File: config.mk
export PLATFORM = sky130hd
export DESIGN_NAME = grf_dump_reader
export DESIGN_NICKNAME = d
export VERILOG_FILES = /design/src/rtl/grf_dump_reader.sv
export SDC_FILE = /design/constraint.sdc
export NUM_CORES = 1
export LEC_CHECK = 0
export CAP_MARGIN = 0
export CELL_PAD_IN_SITES_DETAIL_PLACEMENT = 0
export CELL_PAD_IN_SITES_GLOBAL_PLACEMENT = 1
export CORE_ASPECT_RATIO = 0.75
export CORE_MARGIN = 2
export CORE_UTILIZATION = 35
export CTS_CLUSTER_DIAMETER = 30
export DETAILED_ROUTE_END_ITERATION = 10
export PLACE_DENSITY_LB_ADDON = 0.1
export SETUP_SLACK_MARGIN = 0.02
export SYNTH_ARGS = -nofsm -noshare
export SYNTH_HDL_FRONTEND = slang
export SYNTH_SLANG_ARGS = --single-unit
File: constraint.sdc
create_clock -name clk -period 2.9 [get_ports clk]
set_input_delay 0.29 -clock clk [delete_from_list [all_inputs] [get_ports clk]]
set_output_delay 0.29 -clock clk [all_outputs]
set_load 0.1 [all_outputs]
File: src/rtl/grf_dump_reader.sv
// grf_dump_reader
// Streams a masked snapshot of the general register file out over a
// valid/ready beat interface. Addresses are presented on a dedicated GRF
// read port one register at a time, lowest selected register first. The
// combinational read data, which already includes the GRF same-cycle write
// bypass, is captured into a single output register stage.

module grf_dump_reader #(
    parameter bit SKIP_ZERO = 1'b1
) (
    input  logic        clk,
    input  logic        reset,
    input  logic        dump_req,
    input  logic [31:0] dump_mask,
    output logic [4:0]  rd_addr,
    input  logic [31:0] rd_data,
    output logic        out_valid,
    input  logic        out_ready,
    output logic [4:0]  out_index,
    output logic [31:0] out_data,
    output logic        out_last,
    output logic        dump_busy,
    output logic        dump_done,
    output logic [5:0]  dump_count
);

    typedef enum logic [1:0] {
        IDLE  = 2'd0,
        SCAN  = 2'd1,
        DRAIN = 2'd2
    } state_t;

    state_t      state;

    // Registers selected for this dump that have not been loaded yet.
    logic [31:0] pending;

    // Priority encode the lowest set bit; an empty vector maps to 0.
    function automatic logic [4:0] lowest_set(input logic [31:0] v);
        logic [4:0] idx;
        idx = '0;
        for (int i = 31; i >= 0; i--) begin
            if (v[i]) begin
                idx = 5'(i);
            end
        end
        return idx;
    endfunction

    // Effective mask at acceptance: $0 is suppressed when SKIP_ZERO is set.
    function automatic logic [31:0] effective_mask(input logic [31:0] m);
        logic [31:0] r;
        r = m;
        if (SKIP_ZERO) begin
            r[0] = 1'b0;
        end
        return r;
    endfunction

    logic        handshake;
    logic        pending_any;
    logic        load;
    logic [31:0] pending_after_load;

    // The read port always points at the next register to be captured, so
    // a write retiring in that cycle is seen through the GRF bypass.
    assign rd_addr            = lowest_set(pending);
    assign pending_any        = (pending != 32'd0);
    assign handshake          = out_valid && out_ready;
    // The output stage can take a new beat when it is empty or being drained
    // in this very cycle.
    assign load               = (state == SCAN) && pending_any && (!out_valid || out_ready);
    // Clearing the lowest set bit is the same as clearing bit rd_addr.
    assign pending_after_load = pending & (pending - 32'd1);

    // Control FSM, selection bookkeeping and the registered output beat.
    always_ff @(posedge clk or negedge reset) begin
        if (!reset) begin
            state      <= IDLE;
            pending    <= '0;
            out_valid  <= 1'b0;
            out_data   <= '0;
            out_index  <= '0;
            out_last   <= 1'b0;
            dump_busy  <= 1'b0;
            dump_done  <= 1'b0;
            dump_count <= '0;
        end else begin
            dump_done <= 1'b0;

            if (handshake) begin
                dump_count <= dump_count + 6'd1;
            end

            // ---- read port -> output beat register ----
            if (load) begin
                out_data  <= rd_data;
                out_index <= rd_addr;
                out_last  <= (pending_after_load == 32'd0);
                out_valid <= 1'b1;
                pending   <= pending_after_load;
            end else if (handshake) begin
                out_valid <= 1'b0;
            end

            case (state)
                IDLE: begin
                    // Requests arriving while a dump is in flight are dropped,
                    // because they are only looked at here.
                    if (dump_req) begin
                        pending    <= effective_mask(dump_mask);
                        dump_count <= '0;
                        dump_busy  <= 1'b1;
                        state      <= SCAN;
                    end
                end
                SCAN: begin
                    if (!pending_any) begin
                        // Empty selection: finish without emitting a beat.
                        state     <= IDLE;
                        dump_busy <= 1'b0;
                        dump_done <= 1'b1;
                    end else if (load && (pending_after_load == 32'd0)) begin
                        state <= DRAIN;
                    end
                end
                DRAIN: begin
                    // Only the final beat can be in flight here.
                    if (handshake && out_last) begin
                        state     <= IDLE;
                        dump_busy <= 1'b0;
                        dump_done <= 1'b1;
                    end
                end
                default: begin
                    state <= IDLE;
                end
            endcase
        end
    end

endmodule

==> metrics.cfg <==
[cells_and_area]
diodes = 0
nets = 689
regArea_um2 = 2027
instances_no_fill = 783
syn_to_final_growth_pct = 37.10
fillers = 1145
multiInputGateArea_um2 = 2009
layout-drive-gt1-share_pct = 17.87

[yosys]
mappedNetlistArea_um2 = 4239
synth.most_common_cell = nand2_1
synth_flop_cell = dfrtp_1
ys.warnings.count = 0
synthArstFlopShare_pct = 100.0
synthDistinctLibCells = 63
synth_top_family_by_area = simple AND/OR/NAND/NOR gates
synthTopCellsByArea = dfrtp_1, nand2_1, o21ai_0
netlist.top_cell.by_area = dfrtp_1
syn-num-nets = 570
synth-edff-count = 0
synth-compound-area-share_pct = 16.38
yosysSeqAreaShare_pct = 47.82
syn_inst = 498
synth_xor_area_share_pct = 0.8264
synth.top_cell.area_share_pct = 47.82
synthMuxAreaShare_pct = 0.2361
synth-simple-area-share_pct = 28.10
synth_adder_area_share_pct = 1.417
synth_seq_cells = 81
synthTopCellsByCount = nand2_1, dfrtp_1, o21ai_0, nor2_1, clkbuf_1
avgSynthCellArea_um2 = 8.512

[outcome]
violations = hold timing
status = finished with violations

[clock_network]
cts_buffer_depth = 2
cts_hold_buf = 0
path_clk_slew_ns = 0.06
cts_tree = yes
clock-sinks = 81
post-cts-setup-buffers = 0
post_cts_resized = 0
h-tree-depth = 3
cts_buffers = 9
insertion_delay_ns = 0.33
cts-root-buf = clkbuf_16

[sta]
fin_hold_ws_ns = -0.01968
relSlewSlack_pct = 51.46
hold_viol_final = 17
tns_ns = 0
fmax_mhz = 376.3
min_period_ns = 2.658
rsz0062_at_grt = no
timing.final.crit_share_pct = 91.64
tightest_slew_ns = 0.7264
slew_violations = 0
clock_skew_ns = 0.007594
setup_viol = 0

[detailed_routing]
wl_per_cell_um = 14.76
post-route-drc-count = 0
initialDrtViolationCount = 253
post_drt_via_cell_ratio = 4.939
dr.pass1.iters = 4
drt_wl_total_um = 11550
vias = 3867
ant_nets = 0

[critical_path]
crit_fanout = 9
critical_path_class = reg -> out
worstSetupStartpointType = flip-flop
required_ns = 2.61
ff2ff_path_depth = 8
critPathLaunch = pending[24]
r2r-start = pending[3]
cp-end-kind = primary output
cp.arrival_ns = 2.37

[placement]
port_buffers = 118
hpwl_um = 8497
globalplace.congestion = 0.8614
placedCellCount = 768

[floorplanning]
initial_core_util_pct = 36.24
io_pins = 120
fp.dieW_um = 131.1
num_rows = 34
dieHeight_um = 99.31
core_region_area_um2 = 11700
dieArea_um2 = 13020

[grt]
antenna_found_initial = 0
grt_pass1_vias = 3692
grtUsageTotal_pct = 18.39
grt_max_degree = 52
grt_pass1_wl_um = 18780
grt.overflow.total = 0

[job]
maxCapViolCount = 0

[worst_hold_path]
hold_class = in -> async

-- kinds of logic (layout without fill, tap and decap cells) --
group                    after synthesis  count (layout)
multiplexers                           1               1
XOR/XNOR                               4               4
AO/OA/AOI/OAI                        105             105
flip-flops                            81              81
adder cells (fa/ha/maj)                5               5
buffers and inverters                 43             166
AND/OR/NAND/NOR                      259             259
-- stage by stage --
stage / worst slack (ns) / utilization, % / hold WS [ns] / cell area (µm²)
CTS: 0.2304 / 49.68 / 0.004595 / 5812
global route: 0.03925 / 49.68 / 0.02981 / 5812
global placement: 0.3437 / 47.36 / 0.3665 / 5540
finish: 0.2425 / 49.68 / -0.01968 / 5812
floorplan: 0.03522 / - / -0.005591 / 4250
detailed placement: 0.2898 / 47.36 / 0.3652 / 5540
-- metal layers --
| metal | part of all wire (%) | GRT usage, % |
|---|---|---|
| met1 | 53 | 28.93 |
| met2 | 40 | 25.31 |
| met3 | 5.4 | 4.088 |
| met4 | 0.94 | 4.419 |
| met5 | 0 | 0 |
-- layout by cell type, fill, tap and decap left out, types with 3 or more instances in the layout --
cell             Yosys  routed
nand2_1            172     172
dfrtp_1             81      81
buf_4                2      70
clkdlybuf4s50_1      0      65
o21ai_0             39      39
nor2_1              28      26
a21oi_1             14      13
inv_1               12      12
clkbuf_16            0       9
o31ai_1              8       8
nor3_1               9       8
nand3_1              8       8
o311ai_0             7       7
nor4_1               6       6
or3_1                6       6
nor4_2               5       5
a31oi_1              4       4
nand4_1              4       4
ha_1                 4       4
buf_12               0       4
o211ai_1             3       3
xor2_1               3       3
o41ai_1              3       3
clkinvlp_4           0       3
-- sequential cells by signal, indices dropped and copies added (netlist names) --
| signal | count |
|---|---|
| dump_done | 1 |
| dump_busy | 1 |
| out_last | 1 |
| pending | 32 |
| out_valid | 1 |
| out_data | 32 |
| state | 2 |
| dump_count | 6 |
| out_index | 5 |
-- final timing paths --
kind,endpoint,slack [ns]
max,rd_addr[2],0.24
min,pending[30],-0.02
max reg2reg,state[0],0.25
min reg2reg,out_data[23],0.47
max in group asynchronous,pending[7],2.21
min in group clk,out_data[23],0.47
-- worst max-delay path: stages, from the launching register on --
cell and delay, ns:
dfrtp_1 0.46, or4_1 0.59, o21ai_0 0.21, a21boi_0 0.14, o211a_1 0.23, nor2_2 0.18
buf_12 0.21
-- area by class of cell --
| type | instances | area share, % |
|---|---|---|
| Clock buffer | 10 | 4.112 |
| Timing Repair Buffer | 139 | 21.61 |
| Tap cell | 162 | 3.488 |
| Multi-Input combinational cell | 374 | 34.57 |
| Clock inverter | 5 | 0.5597 |
| Inverter | 12 | 0.7750 |
| Sequential cell | 81 | 34.88 |
Power is left out: the tool's default activity adds up to more than one toggle a clock period on the data nets, which glitch-free logic cannot reach.
